==> src/rtl/uart_rx.sv <==
// ---------------------------------------------------------------------------
// uart_rx : 8N1 UART receiver with word packing and an output FIFO.
//
// The serial line is synchronized, a start edge is qualified at mid-bit, and
// 8 data bits are sampled LSB first. BYTE_WIDTH bytes are packed into one
// word, in little- or big-endian order. Each complete word is written into a
// synchronous-read RAM FIFO. Words are presented on rdata with a
// valid/ready handshake.
//
// Optional feature macro: UART_RX_FRAME_CHECK_EN
//   defined   : a stop bit sampled low drops the byte and the partial word
//               and pulses o_frame_err. The receiver then waits for the line
//               to return high, so a break reports only once.
//   undefined : the stop bit is ignored, and o_frame_err is tied low.
//
// Ports
//   clk         in   sole clock
//   rst_n       in   asynchronous active-low reset
//   i_uart_rx   in   serial line (async, idle high)
//   rvalid      out  rdata holds a FIFO word
//   rready      in   consumer accepts rdata
//   rdata       out  BYTE_WIDTH*8-bit word
//   o_overflow  out  1-cycle pulse: word dropped, FIFO full
//   o_frame_err out  1-cycle pulse: bad stop bit (frame check build only)
// ---------------------------------------------------------------------------
module uart_rx #(
    parameter int UART_CLK_DIV = 434,
    parameter int FIFO_ASIZE   = 9,
    parameter int BYTE_WIDTH   = 1,
    parameter int BIG_ENDIAN   = 0
) (
    input  logic                    clk,
    input  logic                    rst_n,
    input  logic                    i_uart_rx,
    output logic                    rvalid,
    input  logic                    rready,
    output logic [BYTE_WIDTH*8-1:0] rdata,
    output logic                    o_overflow,
    output logic                    o_frame_err
);

    localparam int CW    = $clog2(UART_CLK_DIV);
    localparam int AW    = FIFO_ASIZE;
    localparam int DW    = BYTE_WIDTH * 8;
    localparam int BCW   = (BYTE_WIDTH > 1) ? $clog2(BYTE_WIDTH) : 1;
    localparam int DEPTH = 1 << FIFO_ASIZE;

    typedef enum logic [1:0] {
        IDLE  = 2'd0,
        START = 2'd1,
        DATA  = 2'd2,
        STOP  = 2'd3
    } state_t;

    // ------------------------------------------------------------------
    // Line synchronizer and start-edge qualification
    // ------------------------------------------------------------------
    logic       r_sync1, r_sync2;
    logic [1:0] r_warm;     // marks when r_sync2 holds a real post-reset sample
    logic       r_prev_hi;  // previous synchronized sample was a real '1'

    always_ff @(posedge clk or negedge rst_n) begin
        if (!rst_n) begin
            r_sync1   <= 1'b1;
            r_sync2   <= 1'b1;
            r_warm    <= 2'b00;
            r_prev_hi <= 1'b0;
        end else begin
            r_sync1   <= i_uart_rx;
            r_sync2   <= r_sync1;
            r_warm    <= {r_warm[0], 1'b1};
            // The flops' reset value of 1 is not a real sample. Until real
            // samples arrive, no 1->0 edge can be seen. So a line that is
            // already low at reset release is never taken as a start bit.
            r_prev_hi <= r_warm[1] & r_sync2;
        end
    end

    // ------------------------------------------------------------------
    // Receive FSM
    // ------------------------------------------------------------------
    state_t          r_state, w_state_nx;
    logic [CW-1:0]   r_cnt;
    logic [2:0]      r_bit;
    logic [7:0]      r_shift;
    logic            w_tick;
    logic            w_start;
    logic            w_brk;
    logic            w_stop_smp;

    assign w_tick  = (r_cnt == '0);
    assign w_start = (r_state == IDLE) & r_prev_hi & ~r_sync2;

    always_ff @(posedge clk or negedge rst_n) begin
        if (!rst_n) r_state <= IDLE;
        else        r_state <= w_state_nx;
    end

    always_comb begin
        w_state_nx = r_state;
        case (r_state)
            IDLE:  if (w_start) w_state_nx = START;
            START: if (w_tick)  w_state_nx = r_sync2 ? IDLE : DATA;
            DATA:  if (w_tick && (r_bit == 3'd7)) w_state_nx = STOP;
            STOP: begin
`ifdef UART_RX_FRAME_CHECK_EN
                if (w_brk) begin
                    if (r_sync2) w_state_nx = IDLE;
                end else if (w_tick) begin
                    w_state_nx = r_sync2 ? IDLE : STOP;
                end
`else
                if (w_tick) w_state_nx = IDLE;
`endif
            end
            default: w_state_nx = IDLE;
        endcase
    end

    always_ff @(posedge clk or negedge rst_n) begin
        if (!rst_n) begin
            r_cnt   <= '0;
            r_bit   <= '0;
            r_shift <= '0;
        end else begin
            case (r_state)
                IDLE: if (w_start) r_cnt <= CW'(UART_CLK_DIV/2 - 1);
                START: begin
                    if (w_tick) begin
                        r_cnt <= CW'(UART_CLK_DIV - 1);
                        r_bit <= '0;
                    end else begin
                        r_cnt <= r_cnt - 1'b1;
                    end
                end
                DATA: begin
                    if (w_tick) begin
                        r_shift <= {r_sync2, r_shift[7:1]};
                        r_bit   <= r_bit + 1'b1;
                        r_cnt   <= CW'(UART_CLK_DIV - 1);
                    end else begin
                        r_cnt <= r_cnt - 1'b1;
                    end
                end
                STOP: if (!w_tick) r_cnt <= r_cnt - 1'b1;
                default: r_cnt <= '0;
            endcase
        end
    end

    // The stop-bit sample point. While waiting out a break, the counter
    // rests at zero, so w_brk masks the repeated tick.
    assign w_stop_smp = (r_state == STOP) & w_tick & ~w_brk;

    // ------------------------------------------------------------------
    // Frame check
    // ------------------------------------------------------------------
    logic w_byte_ok;
`ifdef UART_RX_FRAME_CHECK_EN
    logic r_brk, r_ferr;

    always_ff @(posedge clk or negedge rst_n) begin
        if (!rst_n) begin
            r_brk  <= 1'b0;
            r_ferr <= 1'b0;
        end else begin
            r_ferr <= w_stop_smp & ~r_sync2;
            if (w_stop_smp && !r_sync2) r_brk <= 1'b1;
            else if (r_brk && r_sync2)  r_brk <= 1'b0;
        end
    end

    assign w_brk       = r_brk;
    assign w_byte_ok   = r_sync2;
    assign o_frame_err = r_ferr;
`else
    assign w_brk       = 1'b0;
    assign w_byte_ok   = 1'b1;
    assign o_frame_err = 1'b0;
`endif

    // ------------------------------------------------------------------
    // Word packing
    // ------------------------------------------------------------------
    logic [DW-1:0]  r_word, w_word_nx, r_push_data;
    logic [BCW-1:0] r_bcnt;
    logic           r_push;

    always_comb begin
        w_word_nx = r_word;
        for (int k = 0; k < BYTE_WIDTH; k++) begin
            if (r_bcnt == BCW'(k)) begin
                if (BIG_ENDIAN != 0) w_word_nx[(BYTE_WIDTH-1-k)*8 +: 8] = r_shift;
                else                 w_word_nx[k*8 +: 8]                = r_shift;
            end
        end
    end

    always_ff @(posedge clk or negedge rst_n) begin
        if (!rst_n) begin
            r_word      <= '0;
            r_bcnt      <= '0;
            r_push      <= 1'b0;
            r_push_data <= '0;
        end else begin
            r_push <= 1'b0;
            if (w_stop_smp) begin
                if (!w_byte_ok) begin
                    r_word <= '0;
                    r_bcnt <= '0;
                end else if (r_bcnt == BCW'(BYTE_WIDTH - 1)) begin
                    r_push      <= 1'b1;
                    r_push_data <= w_word_nx;
                    r_word      <= '0;
                    r_bcnt      <= '0;
                end else begin
                    r_word <= w_word_nx;
                    r_bcnt <= r_bcnt + 1'b1;
                end
            end
        end
    end

    // ------------------------------------------------------------------
    // FIFO: the RAM plus a one-word output register.
    // r_rd_ptr advances on pop, so the word held on rdata still counts
    // toward occupancy. r_pf_ptr is the prefetch read address.
    // ------------------------------------------------------------------
    logic [DW-1:0] r_mem [0:DEPTH-1];
    logic [DW-1:0] r_ram_q;
    logic [AW-1:0] r_wr_ptr, r_rd_ptr, r_pf_ptr;
    logic          r_pend;
    logic          r_ovalid;
    logic [DW-1:0] r_odata;
    logic          r_ovf;
    logic          w_full, w_wr, w_pop, w_issue;

    assign w_full  = ((r_wr_ptr + AW'(1)) == r_rd_ptr);
    assign w_wr    = r_push & ~w_full;
    assign w_pop   = r_ovalid & rready;
    assign w_issue = (r_pf_ptr != r_wr_ptr) & ~r_pend & (~r_ovalid | w_pop);

    always_ff @(posedge clk) begin
        if (w_wr)    r_mem[r_wr_ptr] <= r_push_data;
        if (w_issue) r_ram_q         <= r_mem[r_pf_ptr];
    end

    always_ff @(posedge clk or negedge rst_n) begin
        if (!rst_n) begin
            r_wr_ptr <= '0;
            r_rd_ptr <= '0;
            r_pf_ptr <= '0;
            r_pend   <= 1'b0;
            r_ovalid <= 1'b0;
            r_odata  <= '0;
            r_ovf    <= 1'b0;
        end else begin
            r_ovf  <= r_push & w_full;
            r_pend <= w_issue;
            if (w_wr)    r_wr_ptr <= r_wr_ptr + AW'(1);
            if (w_pop)   r_rd_ptr <= r_rd_ptr + AW'(1);
            if (w_issue) r_pf_ptr <= r_pf_ptr + AW'(1);
            // A prefetch is issued only when the output register will be
            // free, so loading here never overwrites a word that is still
            // being presented.
            if (r_pend) begin
                r_odata  <= r_ram_q;
                r_ovalid <= 1'b1;
            end else if (w_pop) begin
                r_ovalid <= 1'b0;
            end
        end
    end

    assign rvalid     = r_ovalid;
    assign rdata      = r_odata;
    assign o_overflow = r_ovf;

endmodule
==> config.mk <==
export PLATFORM = sky130hd
export DESIGN_NAME = uart_rx
export DESIGN_NICKNAME = d
export VERILOG_FILES = /design/src/rtl/uart_rx.sv
export SDC_FILE = /design/constraint.sdc
export NUM_CORES = 2
export LEC_CHECK = 0
export CORE_MARGIN = 2
export CORE_UTILIZATION = 57
export CTS_CLUSTER_SIZE = 12
export DETAILED_ROUTE_END_ITERATION = 16
export GPL_ROUTABILITY_DRIVEN = 1
export PLACE_DENSITY = 0.73
export SLEW_MARGIN = 30
export SYNTH_ARGS = -nofsm -noshare
export SYNTH_HDL_FRONTEND = slang
export SYNTH_SLANG_ARGS = --single-unit
==> constraint.sdc <==
create_clock -name clk -period 7.45 [get_ports clk]
set_clock_uncertainty 0.05 [all_clocks]
set_input_delay 1.49 -clock clk [delete_from_list [all_inputs] [get_ports clk]]
set_output_delay 1.49 -clock clk [all_outputs]
set_load 0.005 [all_outputs]
==> impl_results.md <==
* Post-CTS setup buffer count at 0
* Hold-fix buffers, CTS at 0
* FFs w/ async S/R, synth at 0.0177
* Gate power share at 0.197
* Final nets at 7826
* CTS resizes at 0
* Min Tclk post-route at 5440 ps
* Synth warnings at 0
* Ratio of cells with drive above 1 in the final layout at 0.223
* Synth Instances at 7685
* Number of global-route vias before repair at 80300
* Syn_nets at 7703
* Filler cells at 18400
* Seq/Total Area, Yosys at 0.768
* Crit-path max cell delay at 770 ps
* Critical path arrival at 5930 ps
* Clock latency on the worst-skew pair at 950 ps
* Chip width at 538 um
* Peak supply drop at 0.389 mV
* GPL Wtd Cong at 0.931
* Critical Path End: r_mem[65][6]
* Primary FF master, synth: edfxtp_1
* Via/cell ratio at 6.87
* Max Cap Violations at 0
* Reg2Reg Depth at 10
* Hold WS at 297 ps
* P_int at 39.9 mW
* Die Span Y at 538 um
* Wirelength, routed at 413000 um
* First-pass GRT wire length at 590000 um
* Worst Path Max Fanout at 19
* RSZ-0062 raised after global routing: no
* R2r setup slk at 2010 ps
* Gr ovfl total at 0
* Max H-tree Level at 5
* Setup-failing EPs final at 0
* CTS buffer count at 415
* Sw Share at 0.289
* IO buf count at 13
* Boundary Pins at 15
* Total GRT Usage at 0.284
* Area Overhead vs Synth at 10.2%
* Register area at 0.125 mm^2
* Max_slew headroom at 0.265
* Clock slew at reported path FFs at 60 ps
* Reg-to-Reg End: r_mem[65][6]
* Pwr dens at 313 mW/mm^2
* CP cell instances: ha_1, nand3_1, nor3_1, xnor2_1, nor3_1, a31oi_2, buf_4, nand4bb_4, buf_4, nor2_1
* Design Power at 56.2 mW
* Initial core utilization at 0.572
* Worst Path Required at 7940 ps
* P_leak at 55.7 nW
* Worst-margin pin slew at 1090 ps
* Residual DRC count at 0
* Worst-case clock buffer depth at 4
* DP Wirelength at 241000 um
* Core Box Area at 0.285 mm^2
* Setup tns final at 0 ps
* DRT iter0 DRCs at 12200
* Via count at 81300
* Critical path startpoint: r_wr_ptr[0]
* CTS sink cnt at 4178
* Max Clock Freq at 184 MHz
* Slew Viols, Final at 0
* Die area at 0.290 mm^2
* Clock power frac at 0.339
* Status: complete, no violations
* Drt pass-1 iters at 9
* Synthesized area per cell at 21.2 um^2
* Hold WC Path Type: reg2reg
* Final Hold Violating Endpoints at 0
* Rows at 196
* Multi-input gate area at 0.0354 mm^2
* Root Driver: clkbuf_16
* WL/cell at 34.9 um
* Final core utilization at 0.630
* Largest net degree at the start of global routing at 208
* R2r startpoint: r_wr_ptr[0]
* Synth Register Bits at 4178
* CTS tree: done
* Crit path kind: reg2reg
* Antenna violations before repair at 14
* Flop pwr share at 0.464
* EDFF count, synth at 4104
* ANT nets after route at 0
* Mapped Area at 0.163 mm^2
* P_sw at 16.2 mW
* Crit share post-route at 0.730
* Slowest CP cell: nand4bb_4
* Critical Path Source Type: flip-flop
* Cell variety after synth at 71
* Worst Setup End Kind: flip-flop
[worst min path at each step]
| stage | cells after the start | end | from |
|---|---|---|---|
| after detailed placement | 0 | r_warm[1] | r_warm[0] |
| after global routing | 0 | r_sync2 | r_sync1 |
| after CTS | 0 | r_warm[1] | r_warm[0] |
| final | 0 | r_warm[1] | r_warm[0] |
| after global placement | 0 | r_warm[1] | r_warm[0] |
| after floorplan | 0 | r_warm[1] | r_warm[0] |
[synth_stat cells, types with 5 or more instances]
| cell | count | share of area |
|---|---|---|
| inv_1 | 16 | 0.00037 |
| o221ai_1 | 9 | 0.00048 |
| o311ai_0 | 8 | 0.00043 |
| edfxtp_1 | 4104 | 0.76 |
| buf_4 | 52 | 0.0024 |
| buf_6 | 43 | 0.0030 |
| o21ai_0 | 89 | 0.0027 |
| a221o_1 | 7 | 0.00043 |
| o32ai_1 | 7 | 0.00038 |
| buf_1 | 45 | 0.0010 |
| nand3_1 | 39 | 0.0012 |
| mux4_2 | 1002 | 0.14 |
| a31oi_1 | 37 | 0.0014 |
| xor2_1 | 16 | 0.00086 |
| a22o_1 | 11 | 0.00059 |
| ha_1 | 14 | 0.0011 |
| a221oi_1 | 45 | 0.0024 |
| o22ai_1 | 50 | 0.0019 |
| nand4b_1 | 8 | 0.00043 |
| nor3b_1 | 5 | 0.00023 |
| o211a_1 | 6 | 0.00037 |
| and2_1 | 17 | 0.00065 |
| nor2_1 | 622 | 0.014 |
| dfrtp_1 | 72 | 0.011 |
| nand2_1 | 193 | 0.0044 |
| o211ai_1 | 17 | 0.00078 |
| clkbuf_1 | 205 | 0.0047 |
| o22a_1 | 6 | 0.00032 |
| a22oi_1 | 88 | 0.0041 |
| mux2i_1 | 328 | 0.020 |
| xnor2_1 | 30 | 0.0016 |
| buf_2 | 135 | 0.0041 |
| o32a_1 | 13 | 0.00080 |
| nor3_1 | 22 | 0.00068 |
| a2111oi_0 | 5 | 0.00027 |
| buf_8 | 5 | 0.00046 |
| a211oi_1 | 23 | 0.0011 |
| a21oi_1 | 110 | 0.0034 |
| nand4_1 | 9 | 0.00035 |
| o31ai_1 | 8 | 0.00037 |
| nand2b_1 | 22 | 0.00085 |
| mux2_2 | 60 | 0.0041 |
| o31a_1 | 8 | 0.00043 |
| nor2b_1 | 18 | 0.00069 |
[per-stage QoR]
| stage | setup slack [ps] | instance area (um^2) | std cells |
|---|---|---|---|
| 2_1_floorplan | 3120 | 163000 | 7685 |
| 6_report | 2010 | 179000 | 11800 |
| 3_3_place_gp | 2070 | 167000 | 11100 |
| 3_5_place_dp | 2180 | 167000 | 11100 |
| 4_1_cts | 2100 | 179000 | 11800 |
| 5_1_grt | 1770 | 179000 | 11800 |
[logic make-up (layout without fill, tap and decap cells)]
logic type      after synthesis  in the layout  synth area share
flops                      4178           4178             0.768
xor+xnor                     46             46           0.00247
buf+inv                     503            878            0.0162
other cells                   2              8         0.0000461
simple gates                976            976            0.0249
fa+ha+maj                    14             14           0.00108
compound gates              576            576            0.0241
mux                        1390           1390             0.163
[power groups by stage]
stage          Sequential (mW)  Clock [mW]  Combinational [mW]
2_1_floorplan             26.1           0                7.63
3_3_place_gp              26.6           0                10.7
3_5_place_dp              26.6           0                10.9
4_1_cts                   26.1        19.1                10.9
5_1_grt                   26.0        20.1                11.5
6_report                  26.1        19.0                11.1
[per-layer routing]
metal | routed length, um | track usage | vias up
met5 | 273 | 0.00477 | -
met4 | 18100 | 0.107 | 14
met3 | 50400 | 0.0761 | 878
met2 | 193000 | 0.433 | 5561
met1 | 151000 | 0.397 | 42800
li1 | - | - | 32100
[area by class of cell]
class | count | share of cell area
antenna | 6 | 0.0000837
timing repair buffer | 191 | 0.0118
inverter | 18 | 0.000432
clock buffer | 552 | 0.0615
multi-input combinational | 3004 | 0.197
sequential | 4178 | 0.698
tap | 3762 | 0.0262
clock inverter | 117 | 0.00529
[cells in the final DEF, fill, tap and decap left out, types with 19 or more instances in the layout]
| cell type | instances |
|---|---|
| a211oi_1 | 23 |
| a21oi_1 | 110 |
| a221oi_1 | 45 |
| a22oi_1 | 88 |
| a31oi_1 | 36 |
| buf_12 | 42 |
| buf_4 | 126 |
| clkbuf_1 | 127 |
| clkbuf_16 | 418 |
| clkinv_1 | 59 |
| clkinv_2 | 28 |
| dfrtp_1 | 57 |
| edfxtp_1 | 4104 |
| mux2_2 | 60 |
| mux2i_1 | 327 |
| mux4_2 | 1002 |
| nand2_1 | 190 |
| nand2b_1 | 19 |
| nand3_1 | 39 |
| nor2_1 | 609 |
| o21ai_0 | 85 |
| o22ai_1 | 48 |
| xnor2_1 | 30 |
[flip-flops by register name, indices dropped and copies added (netlist names), 9 cells and up, named ones only]
name and cells:
r_pf_ptr 9, r_rd_ptr 9, r_cnt 9, r_wr_ptr 9
r_mem 4096
[critical path, delay by kind of cell (launching register included)]
kind	cells	cell delay, ps
buffers and inverters	2	970
AO/OA/AOI/OAI	1	640
flip-flops	1	490
AND/OR/NAND/NOR	5	2250
adder cells (fa/ha/maj)	1	380
XOR/XNOR	1	190
No activity file was read; power rests on OpenSTA's default activity.
